===== src/rtl/fgp_fb_writer.sv =====
// Framebuffer write stage: unpacks FGP payload bytes into 12-bit pixels and writes them at offset*PIXELS_PER_PACKET + index.
// Optional offset bounds checking with a DROP state is enabled by defining FGP_FB_BOUNDS_CHECK_EN.
module fgp_fb_writer #(
    parameter int ADDR_WIDTH        = 17,
    parameter int PIXELS_PER_PACKET = 512,
    parameter int MAX_OFFSET        = 149
) (
    input  logic                  clk,
    input  logic                  rst,
    input  logic                  offset_inclk,
    input  logic [7:0]            offset_in,
    input  logic                  inclk,
    input  logic [7:0]            in,
    input  logic                  done_in,
    output logic                  ram_we,
    output logic [ADDR_WIDTH-1:0] ram_addr,
    output logic [11:0]           ram_data,
    output logic                  pkt_done,
    output logic                  err,
    output logic                  busy,
    output logic [1:0]            state_dbg
);

    localparam int SHIFT  = $clog2(PIXELS_PER_PACKET);
    localparam int IDX_W  = SHIFT + 1;
    localparam int BASE_W = 8 + SHIFT;

`ifdef FGP_FB_BOUNDS_CHECK_EN
    localparam logic BOUNDS_EN = 1'b1;
`else
    localparam logic BOUNDS_EN = 1'b0;
`endif

    localparam logic [1:0] S_IDLE = 2'd0;
    localparam logic [1:0] S_RECV = 2'd1;
    localparam logic [1:0] S_DROP = 2'd2;

    logic [1:0]            state;
    logic [ADDR_WIDTH-1:0] base;
    logic [IDX_W-1:0]      idx;
    logic [1:0]            phase;
    logic [7:0]            hi;
    logic [3:0]            lo;
    logic                  ovf_seen;
    logic                  we_q;
    logic                  pd_q;

    logic [BASE_W-1:0]     base_full;
    logic                  idx_full;
    logic                  offset_bad;
    logic [ADDR_WIDTH-1:0] pix_addr;

    assign base_full  = BASE_W'(offset_in) << SHIFT;
    assign idx_full   = (idx == IDX_W'(PIXELS_PER_PACKET));
    assign offset_bad = ({24'd0, offset_in} > 32'(MAX_OFFSET));
    assign pix_addr   = base + ADDR_WIDTH'(idx);

    // A write registered from the previous byte is masked while rst is high,
    // so a reset mid-packet never lets that pixel reach the framebuffer.
    assign ram_we    = we_q & ~rst;
    assign pkt_done  = pd_q & ~rst;
    assign state_dbg = state;

    always_ff @(posedge clk) begin
        if (rst) begin
            state    <= S_IDLE;
            base     <= '0;
            idx      <= '0;
            phase    <= 2'd0;
            hi       <= 8'd0;
            lo       <= 4'd0;
            ovf_seen <= 1'b0;
            we_q     <= 1'b0;
            pd_q     <= 1'b0;
            ram_addr <= '0;
            ram_data <= 12'd0;
            err      <= 1'b0;
            busy     <= 1'b0;
        end else begin
            we_q <= 1'b0;
            pd_q <= 1'b0;
            err  <= 1'b0;
            // The offset strobe wins over any byte arriving in the same cycle.
            if (offset_inclk) begin
                base     <= ADDR_WIDTH'(base_full);
                idx      <= '0;
                phase    <= 2'd0;
                ovf_seen <= 1'b0;
                busy     <= 1'b1;
                if (BOUNDS_EN && offset_bad) begin
                    state <= S_DROP;
                    err   <= 1'b1;
                end else begin
                    state <= S_RECV;
                end
            end else if (inclk) begin
                case (state)
                    S_RECV: begin
                        if (idx_full) begin
                            ovf_seen <= 1'b1;
                            err      <= ~ovf_seen;
                            if (done_in) begin
                                state <= S_IDLE;
                                busy  <= 1'b0;
                            end
                        end else begin
                            case (phase)
                                2'd0: begin
                                    hi    <= in;
                                    phase <= 2'd1;
                                end
                                2'd1: begin
                                    ram_data <= {hi, in[7:4]};
                                    ram_addr <= pix_addr;
                                    we_q     <= 1'b1;
                                    idx      <= idx + 1'b1;
                                    lo       <= in[3:0];
                                    phase    <= 2'd2;
                                end
                                default: begin
                                    ram_data <= {lo, in};
                                    ram_addr <= pix_addr;
                                    we_q     <= 1'b1;
                                    idx      <= idx + 1'b1;
                                    phase    <= 2'd0;
                                end
                            endcase
                            // Only a done on a pixel boundary completes the packet cleanly.
                            if (done_in) begin
                                state <= S_IDLE;
                                busy  <= 1'b0;
                                if (phase == 2'd2) pd_q <= 1'b1;
                                else               err  <= 1'b1;
                            end
                        end
                    end
                    S_DROP: begin
                        if (done_in) begin
                            state <= S_IDLE;
                            busy  <= 1'b0;
                        end
                    end
                    default: ;
                endcase
            end
        end
    end

endmodule

===== config.mk =====
export PLATFORM = sky130hd
export DESIGN_NAME = fgp_fb_writer
export DESIGN_NICKNAME = d
export VERILOG_FILES = /design/src/rtl/fgp_fb_writer.sv
export SDC_FILE = /design/constraint.sdc
export NUM_CORES = 1
export LEC_CHECK = 0
export CORE_MARGIN = 1
export CORE_UTILIZATION = 32
export DETAILED_ROUTE_END_ITERATION = 8
export DONT_BUFFER_PORTS = 1
export PLACE_DENSITY = 0.56
export RECOVER_POWER = 25
export SYNTH_ARGS = -nofsm -noshare
export SYNTH_HDL_FRONTEND = slang
export SYNTH_SLANG_ARGS = --single-unit

===== constraint.sdc =====
create_clock -name clk -period 2.75 [get_ports clk]
set_clock_uncertainty 0.15 [all_clocks]
set_input_delay 0.1375 -clock clk [delete_from_list [all_inputs] [get_ports clk]]
set_output_delay 0.1375 -clock clk [all_outputs]
set_load 0.005 [all_outputs]

==> impl_results.md, run 1 <==
- Worst-path cell chain: nor2b_1, buf_4, mux2i_1, dlygate4sd3_1, a211oi_2, dlygate4sd3_1
- Crit-path max FO: 13
- Mapped Area: 2960 um^2
- Initial antenna violation count: 0
- CP startpoint: phase[0]
- RSZ-0062 raised after global routing: no
- Tmin final: 2.57 ns
- Critical path buffer and inverter count: 3
- Share of cells above drive strength 1: 0.139
- Drt drc: 3
- Leakage: 1.20 nW
- Post-synth cell types: 38
- Slew HR: 0.537
- Diode count: 0
- PwrDens: 510 nW/um^2
- Clock latency on the worst-skew pair: 0.34 ns
- Critical path launch point type: flip-flop
- Worst VDD drop: 0.000228 V
- Drt pass-1 iters: 6
- Largest net degree at the start of global routing: 60
- Root Buffer: clkbuf_8
- Arrival time worst endpoint: 2.65 ns
- Final nets: 344
- Synth area leader: dfxtp_1
- Launch point of the worst reg-to-reg path: phase[0]
- Total gr overflow: 0
- Hold Crit Start: rst
- Post-synth top area share: 0.447
- Maximum clock rate: 0.389 GHz
- DR vias/cell: 4.94
- Min-delay worst type: primary input to flip-flop
- Global-route wire length before repair: 10800 um
- Syn Nets: 320
- Setup total negative slack: 0 ns
- GP Congestion: 0.841
- H-tree Lvls: 3
- Die area: 9630 um^2
- Seq/Total Area, Yosys: 0.447
- Post-synth ARST share: 0
- Post-Syn Area per Cell: 10.0 um^2
- Hpwl dp: 4210 um
- Synth top area cells: dfxtp_1 (45%), mux2i_1 (15%), a211oi_2 (6.8%), nor2_1 (6.0%), nand2b_1 (4.2%)
- CTS tree: built
- CP Capture Type: flip-flop
- I/O pins: 56
- Drt wl/cell: 15.0 um
- Setup ws final: 0.182 ns
- Critical path's most frequent cell: dlygate4sd3_1
- FF+latch count, synth: 66
- Drt total wl: 6460 um
- MaxCap Viol Count: 0
- Sink Count: 66
- Dominant synthesized flop cell: dfxtp_1
- Post-synth EDFFs: 0
- Slowest CP cell: dlygate4sd3_1
- Worst Path Required: 2.83 ns
- Port Buf Inserts: 0
- Initial DRC count: 99
- Hold Slack: 0.0262 ns
- Setup WS pre-CTS: 0.497 ns
- Core footprint: 8850 um^2
- Clk buf depth: 2
- Total Routing Usage GR: 0.144
- Endpoints failing setup: 0
- Vias in the first global route: 2143
- CTS clk-pin slew, worst paths: 0.07 ns
- Fin. Hold Viols: 0
- CP delay by family, top: buffers and inverters
- Syn Inst Count: 295
- Post-route ant nets: 0
- Worst path max stage delay: 0.59 ns
- Post-Layout Cell Count: 431
- Die W: 98.1 um
- Final Slew Violations: 0
- Area delta synth->final: 17.7%
- DR vias: 2128
- Outcome: complete, but fails checks
- Initial core utilization: 0.334
- Failing checks: DRC
- CTS Buf Count: 9
- Fraction of the cycle the final worst path needs: 0.934
- Die Height: 98.1 um
- YS warnings: 0
- Least-Margin Pin Slew: 0.693 ns
- WS Path Type: flip-flop to flip-flop
- Placed insts: 388
- # rows: 34
-- stage by stage --
stage | power, mW | area (um^2) | util
detailed placement | 1.07 | 3020 | 0.342
floorplan | 1.07 | 2960 | -
CTS | 1.81 | 3480 | 0.393
global placement | 1.06 | 3020 | 0.342
global route | 1.86 | 3480 | 0.393
finish | 1.78 | 3480 | 0.393
-- cell usage in the layout, fill, tap and decap left out, drive strengths merged --
| master | Yosys | final |
|---|---|---|
| a31oi | 4 | 4 |
| dfxtp | 66 | 66 |
| clkinvlp | 0 | 2 |
| nand3b | 1 | 1 |
| conb | 1 | 1 |
| nor3 | 7 | 7 |
| buf | 10 | 6 |
| o2111ai | 1 | 1 |
| nand2b | 20 | 20 |
| a211oi | 16 | 16 |
| dlygate4sd3 | 0 | 27 |
| o41ai | 1 | 1 |
| a21oi | 3 | 3 |
| nor4bb | 1 | 1 |
| nor2 | 47 | 47 |
| inv | 5 | 5 |
| xnor2 | 5 | 5 |
| mux2 | 1 | 1 |
| mux2i | 44 | 44 |
| a311oi | 1 | 1 |
| ha | 4 | 4 |
| nand2 | 8 | 8 |
| nor4b | 1 | 1 |
| o311ai | 1 | 1 |
| nand4 | 1 | 1 |
| or2 | 1 | 1 |
| o2bb2ai | 2 | 2 |
| or3 | 3 | 3 |
| nor2b | 3 | 3 |
| nor4 | 1 | 1 |
| nand3 | 10 | 10 |
| and3 | 4 | 4 |
| o31ai | 2 | 2 |
| xor2 | 5 | 5 |
| o21ai | 4 | 4 |
| clkinv | 0 | 4 |
| o211ai | 1 | 1 |
| clkbuf | 10 | 9 |
-- registers in the layout, summed over array words and instances, names as in the netlist --
signal	cells
phase	2
err	1
idx	10
we_q	1
hi	8
base	8
ram_addr	17
pd_q	1
state_dbg	1
ovf_seen	1
lo	4
ram_data	12
-- layout make-up --
cell class                      instances  area [um^2]
Inverter                                5         18.8
Sequential cell                        66         1320
Clock buffer                            9          124
Timing Repair Buffer                   33          335
Fill cell                             893         5370
Multi-Input combinational cell        204         1510
Clock inverter                          6         35.0
Tap cell                              108          135
-- what timing repair did --
item | in CTS | in global routing
hold endpoints to repair | 59 | 0
setup buffers | 0 | 0
setup endpoints to repair | 0 | 1
gates resized for setup | 0 | 1
hold buffers | 28 | 0
-- per-layer routing --
| metal | vias to the layer above | GRT usage | wire (um) |
|---|---|---|---|
| met5 | - | 0 | 0 |
| met4 | 0 | 0.0505 | 89 |
| met3 | 7 | 0.0565 | 455 |
| met2 | 56 | 0.225 | 2950 |
| met1 | 992 | 0.180 | 2970 |
| li1 | 1073 | - | - |
-- path summary, 6_finish.rpt --
path	end	slack [ns]	cells after the start
worst max-delay path	ram_data[2]	0.18	6
worst min-delay path	idx[4]	0.03	2
worst max register to register	ram_data[2]	0.18	6
worst min register to register	hi[6]	0.33	2
-- power breakdown --
| group | internal [mW] | switching [mW] |
|---|---|---|
| Sequential | 0.969 | 0.0138 |
| Clock | 0.315 | 0.362 |
| Combinational | 0.0599 | 0.0576 |
-- synthesized netlist by cell type (2+ instances only) --
master      n
buf_2       4
a211oi_2   16
or3_1       3
xnor2_1     5
ha_1        4
dfxtp_1    66
nor2_1     47
xor2_1      5
buf_4       3
clkbuf_1   10
nor2b_1     3
nand2b_1   20
and3_1      4
a21oi_1     3
nor3_1      6
o21ai_0     4
nand2_1     8
inv_1       5
buf_6       3
o2bb2ai_1   2
nand3_1    10
o31ai_1     2
mux2i_1    44
a31oi_1     4
-- kinds of logic after synthesis --
logic type / Yosys count / share of synthesized area
buf+inv: 25 / 0.0448
mux: 45 / 0.153
fa+ha+maj: 4 / 0.0169
other cells: 1 / 0.00127
compound gates: 36 / 0.124
xor+xnor: 10 / 0.0296
simple gates: 108 / 0.184
flops: 66 / 0.447
Note: power is estimated with default switching activity, not from simulation.
==> run 2: changes to the inputs <==
REMOVE_ABC_BUFFERS = 1   (was default)
==> run 2 against run 1 <==
Effect of this change: the run still ends with DRC left; register-to-register slack improved by 0.03 ns; final area increased by 0.54%; clock power increased by 23%; clock-buffer cell count increased by 4; power increased by 8.7%; routed wire length decreased by 4.1%; critical endpoint is now ram_data[1].
==> impl_results.md, run 2 (synthesized netlist as in run 1, its figures left out) <==
- Outcome: complete, but fails checks
- Failing checks: DRC
- Net Sw Frac: 0.216 (-0.0282)
- Most flops, register: ram_addr
- Endpoints failing setup: 0 (unchanged)
- Setup ws final: 0.207 ns (+0.0251 ns)
- PwrDens: 552 nW/um^2 (+8.2%)
- Vias in the first global route: 2148 (+0.23%)
- Initial core utilization: 0.334 (unchanged)
- Drt wl/cell: 14.5 um (-3.5%)
- WS Path Type: flip-flop to flip-flop
- Worst Path Required: 2.88 ns (+0.05 ns)
- # rows: 34 (unchanged)
- Min-delay worst type: primary input to flip-flop
- Root Buffer: clkbuf_8
- CP Capture Type: flip-flop
- Maximum clock rate: 0.393 GHz (+0.99%)
- Clk pwr share: 0.432 (+0.051)
- Drt total wl: 6190 um (-4.1%)
- CTS clk-pin slew, worst paths: 0.07 ns (about the same)
- Placed Area: 3020 um^2 (-0.17%)
- DR vias/cell: 4.96 (+0.42%)
- Post-CTS setup buffers: 0 (unchanged)
- Total gr overflow: 0 (unchanged)
- Area delta synth->final: 18.3%
- Initial antenna violation count: 0 (unchanged)
- Fin. Hold Viols: 0 (unchanged)
- Largest net degree at the start of global routing: 60 (unchanged)
- GP Congestion: 0.783 (-6.8%)
- Post-route ant nets: 0 (unchanged)
- Setup WS pre-CTS: 0.468 ns (-0.0289 ns)
- Tmin final: 2.54 ns (-0.0251 ns)
- Final nets: 341 (-0.87%)
- Switching pwr: 416 uW (-3.8%)
- Initial DRC count: 95 (-4.0%)
- Clock latency on the worst-skew pair: 0.34 ns (about the same)
- Critical path launch point type: flip-flop
- Share of cells above drive strength 1: 0.134 (-0.00494)
- CTS Buf Count: 9 (unchanged)
- I/O pins: 56 (unchanged)
- Clk buf depth: 2 (unchanged)
- Leakage: 1.20 nW (+0.66%)
- H-tree Lvls: 3 (unchanged)
- Die area: 9630 um^2 (unchanged)
- Drt drc: 3 (unchanged)
- Global-route wire length before repair: 10400 um (-3.8%)
- Largest registers: ram_addr: 17 flops, ram_data: 12 flops, idx: 10 flops
- Drt pass-1 iters: 8 (+2)
- Max FFs per register: 17 (unchanged)
- Comb pwr share: 0.060 (-0.006)
- MaxCap Viol Count: 0 (unchanged)
- RSZ-0062 raised after global routing: no
- Crit-path max FO: 19 (+6)
- Sink Count: 66 (unchanged)
- Slew HR: 0.566 (+0.0289)
- Hpwl dp: 3980 um (-5.5%)
- DR vias: 2122 (-0.28%)
- Flop pwr share: 0.509 (-0.044)
- Least-Margin Pin Slew: 0.649 ns (-0.0433 ns)
- Worst VDD drop: 0.000239 V (+5.2%)
- Diode count: 0 (unchanged)
- Final Slew Violations: 0 (unchanged)
- Arrival time worst endpoint: 2.68 ns (+0.03 ns)
- Final instance area: 3500 um^2 (+0.54%)
- Total Routing Usage GR: 0.139 (-0.00466)
- Fraction of the cycle the final worst path needs: 0.925 (-0.00913)
- Commonest non-fill, non-tap cell in the layout: dfxtp_1
- Core footprint: 8850 um^2 (unchanged)
- Post-CTS Resized: 0 (unchanged)
- Commonest cells after routing, fill and taps aside: dfxtp_1 (66), nor2_1 (47), mux2i_1 (44)
- Hold_buf cts: 26 (-7.1%)
- Int Power: 1.52 mW (+13%)
- Port Buf Inserts: 0 (unchanged)
- Die Height: 98.1 um (unchanged)
- CTS tree: built
- Die W: 98.1 um (unchanged)
## run 2: changes by cell type in the layout (fill, tap and decap cells not counted), sizes merged
cell / before / now
bufinv: 0 / 1
clkinv: 4 / 1
buf: 6 / 5
clkbuf: 9 / 13
dlygate4sd3: 27 / 25
clkinvlp: 2 / 0
## run 2: area by class of cell
class	count	area (um^2)
multi-input combinational	204	1510
clock inverter	2	35.0
fill	882	5350
timing repair buffer	30	308
inverter	5	18.8
clock buffer	13	169
tap	108	135
sequential	66	1320
## run 2: worst paths after layout
| path | startpoint | endpoint | slack, ns | cells past startpoint |
|---|---|---|---|---|
| max | idx[0] | ram_data[1] | 0.21 | 8 |
| min | offset_inclk | hi[7] | 0.02 | 3 |
| max reg2reg | idx[0] | ram_data[1] | 0.21 | 8 |
| min reg2reg | hi[0] | hi[0] | 0.32 | 2 |
## run 2: layer usage
layer  vias to the layer above  track usage  part of all wire
li1                       1061            -                 -
met1                      1006        0.175              0.48
met2                        47        0.221              0.46
met3                         8       0.0387             0.050
met4                         0       0.0666             0.013
met5                         -            0                 0
## run 2: power groups by stage
stage	Combinational [mW]	Clock [mW]	Sequential, mW
6_report	0.115	0.834	0.982
5_1_grt	0.127	0.905	0.984
4_1_cts	0.116	0.868	0.982
3_5_place_dp	0.0614	0	1.00
3_3_place_gp	0.0603	0	1.00
2_1_floorplan	0.0521	0	1.00
## run 2: worst max-delay path, cell delays in order (launching register included)
cell	delay [ns]
dfxtp_1	0.46
inv_1	0.07
ha_1	0.20
nor4bb_4	0.17
a311oi_4	0.27
buf_4	0.33
nor2_1	0.09
a211oi_2	0.18
dlygate4sd3_1	0.55
## run 2: metrics by stage
step                 util  instances  TNS, ns  hold slack, ns  power (mW)
global route        0.396        428        0          0.0182        2.02
finish              0.396        428        0          0.0221        1.93
CTS                 0.396        428        0         0.00716        1.97
detailed placement  0.341        387        0          0.0659        1.07
global placement    0.341        387        0          0.0649        1.06
floorplan               -        275    -4.65          0.0521        1.05
==> run 3: changes to the inputs <==
ABC_AREA = 1   (was default)
CORE_ASPECT_RATIO = 2   (was default)
==> run 3 against run 2 <==
Effect of this change: the run now ends clean; die area up 6.8%; worst hold slack gained 0.14 ns; critical path type unchanged; power is 21% higher; clock-buffer cell count grew 1; clock power up 46%; highest routed layer unchanged.
==> impl_results.md, run 3 <==
- Worst Path Required: 2.87 ns (about the same)
- Leakage: 1.84 nW (+53%)
- Hpwl dp: 5140 um (+29%)
- Fin. Hold Viols: 0 (unchanged)
- Total Routing Usage GR: 0.157 (+0.0179)
- Total gr overflow: 0 (unchanged)
- Arrival time worst endpoint: 2.24 ns (-0.44 ns)
- Area delta synth->final: 19.1%
- Post-synth EDFFs: 0 (unchanged)
- Clk buf depth: 2 (unchanged)
- Least-Margin Pin Slew: 0.546 ns (-0.104 ns)
- Port Buf Inserts: 0 (unchanged)
- DR vias: 2778 (+31%)
- Post-synth ARST share: 0 (unchanged)
- Maximum clock rate: 0.472 GHz (+20%)
- Worst VDD drop: 0.000339 V (+42%)
- Diode count: 0 (unchanged)
- CTS clk-pin slew, worst paths: 0.05 ns (-0.02 ns)
- Die Height: 142 um (+45%)
- Slowest CP cell: dfxtp_1
- Mux cell area share after synthesis: 0 (-0.153)
- # rows: 50 (+47%)
- Sink Count: 66 (unchanged)
- Worst path max stage delay: 0.41 ns (-0.14 ns)
- WS Path Type: flip-flop to flip-flop
- MaxCap Viol Count: 0 (unchanged)
- CTS tree: built
- Vias in the first global route: 2656 (+24%)
- Synth Area in Adders: 0.0159 (-0.00106)
- Critical path's most frequent cell: nand2_1
- Synth area leader: dfxtp_1
- Critical path launch point type: flip-flop
- Slew HR: 0.635 (+0.0696)
- Clock latency on the worst-skew pair: 0.33 ns (about the same)
- H-tree Lvls: 3 (unchanged)
- Outcome: completed
- Initial core utilization: 0.334 (about the same)
- Simple-gate share of the synthesized area: 0.342 (+0.158)
- Final Slew Violations: 0 (unchanged)
- Seq/Total Area, Yosys: 0.419 (-0.0280)
- Share of cells above drive strength 1: 0.0569 (-0.0775)
- Compound-gate portion of the synthesized area: 0.0706 (-0.0534)
- Post-Synth XOR/XNOR Area: 0.0305 (+0.000920)
- Drt drc: 0 (-3)
- Post-Layout Cell Count: 622 (+45%)
- Post-Syn Area per Cell: 6.70 um^2 (-33%)
- Largest registers: ram_addr: 17 flops, ram_data: 12 flops, idx: 10 flops
- Drt pass-1 iters: 4 (-4)
- PwrDens: 620 nW/um^2 (+12%)
- Largest family of logic cells by synthesized area: simple AND/OR/NAND/NOR gates
- CP Capture Type: flip-flop
- Post-synth cell types: 25 (-34%)
- Min-delay worst type: primary input to primary output
- Fraction of the cycle the final worst path needs: 0.770 (-0.155)
- Max FFs per register: 17 (unchanged)
- Drt total wl: 7330 um (+19%)
- Initial DRC count: 121 (+27%)
- Crit-path max FO: 30 (+11)
- GP Congestion: 0.829 (+5.9%)
- FF+latch count, synth: 66 (unchanged)
- Die W: 72.2 um (-26%)
- Commonest non-fill, non-tap cell in the layout: nand2_1
- Final nets: 512 (+50%)
- Post-CTS Resized: 0 (unchanged)
- Syn Inst Count: 471 (+60%)
- Global-route wire length before repair: 12200 um (+17%)
- Synth top area cells: dfxtp_1 (42%), nand2_1 (17%), nor2_1 (10%), inv_1 (8.0%), o21ai_0 (3.2%)
- I/O pins: 56 (unchanged)
- RSZ-0062 raised after global routing: no
- Die area: 10300 um^2 (+6.8%)
- Dominant synthesized flop cell: dfxtp_1
- Mapped Area: 3160 um^2 (+6.7%)
- Setup total negative slack: 0 ns (unchanged)
- Critical path buffer and inverter count: 2 (-1)
- Fillers: 1001 (+13%)
- Post-synth top area share: 0.419 (-0.0280)
- Placed insts: 585 (+51%)
- Top-count cell post-synth: nand2_1
- DR vias/cell: 4.47 (-9.9%)
- Largest net degree at the start of global routing: 49 (-18%)
- List of most frequent post-synthesis cells: nand2_1 (146), nor2_1 (85), inv_1 (67), dfxtp_1 (66), o21ai_0 (20)
- YS warnings: 0 (unchanged)
- CP delay by family, top: simple AND/OR/NAND/NOR gates
- Most flops, register: ram_addr
- Root Buffer: clkbuf_16
- Initial antenna violation count: 0 (unchanged)
- Drt wl/cell: 11.8 um (-18%)
- Commonest cells after routing, fill and taps aside: nand2_1 (146), nor2_1 (85), inv_1 (67)
- Hold Slack: 0.164 ns (+0.142 ns)
- Endpoints failing setup: 0 (unchanged)
- Final core occ: 0.398 (+0.00238)
- Tmin final: 2.12 ns (-0.426 ns)
- Post-route ant nets: 0 (unchanged)
- CTS Buf Count: 9 (unchanged)
- Core footprint: 9450 um^2 (+6.8%)
- Worst-path cell chain: inv_1, ha_1, nand2_1, nor2_2, nand4_4, nand4_4, buf_12, nand2_1, nand2_1, nor2_1
## run 3: cell count changes after synthesis, moves of 5 or more
cell / change
a211oi_2: -16
a21oi_1: +12
clkbuf_1: -6
inv_1: +62
mux2i_1: -44
nand2_1: +138
nand2b_1: -20
nor2_1: +38
nor2_2: +5
nor3_1: -6
o21ai_0: +16
xor2_1: +5
## run 3: through the flow
step	area (um^2)	setup slack (ns)	power, mW
floorplan	3040	0.751	1.08
global placement	3230	0.667	1.10
detailed placement	3230	0.609	1.10
CTS	3760	0.563	2.36
global route	3760	0.386	2.42
finish	3760	0.633	2.33
## run 3: kinds of logic (layout without fill, tap and decap cells)
kind of cell    after synthesis  in the layout
xor+xnor                     11             11
buf+inv                      89            110
flops                        66             66
other cells                   1              1
simple gates                259            259
compound gates               41             41
fa+ha+maj                     4              4
## run 3: report_power, final
part	internal (mW)	switching, mW	total (mW)
logic	0.0460	0.0723	0.118
registers	0.977	0.0143	0.992
clock network	0.819	0.401	1.22
total	1.84	0.488	2.33
## run 3: timing repair
| action | 4_1_cts | 5_1_grt |
|---|---|---|
| endpoints found under the hold margin | 31 | 0 |
| setup buffers | 0 | 0 |
| hold buffers | 21 | 0 |
## run 3: path summary, 6_finish.rpt
| check | depth (start not counted) | endpoint | start | slack [ns] |
|---|---|---|---|---|
| hold reg to reg | 1 | err | ovf_seen | 0.31 |
| setup / recovery | 10 | ram_data[4] | idx[0] | 0.63 |
| setup reg to reg | 10 | ram_data[4] | idx[0] | 0.63 |
| hold / removal | 1 | ram_we | rst | 0.16 |
## run 3: cell type report
cell class              count  area, um^2  share of cell area
clock buffers              14         254              0.0676
inverters                  70         263              0.0699
flip-flops and latches     66        1320               0.352
well taps                 130         163              0.0433
clock inverters             2        60.1              0.0160
repair buffers             24         245              0.0652
multi-input cells         316        1450               0.386
## run 3: per-layer routing
metal / share of wire / up-vias / global-route usage / wire (um)
met2: 0.57 / 55 / 0.296 / 4160
li1: - / 1450 / - / -
met3: 0.036 / 17 / 0.0333 / 264
met4: 0.030 / 0 / 0.0991 / 220
met5: 0 / - / 0 / 0
met1: 0.37 / 1256 / 0.148 / 2690
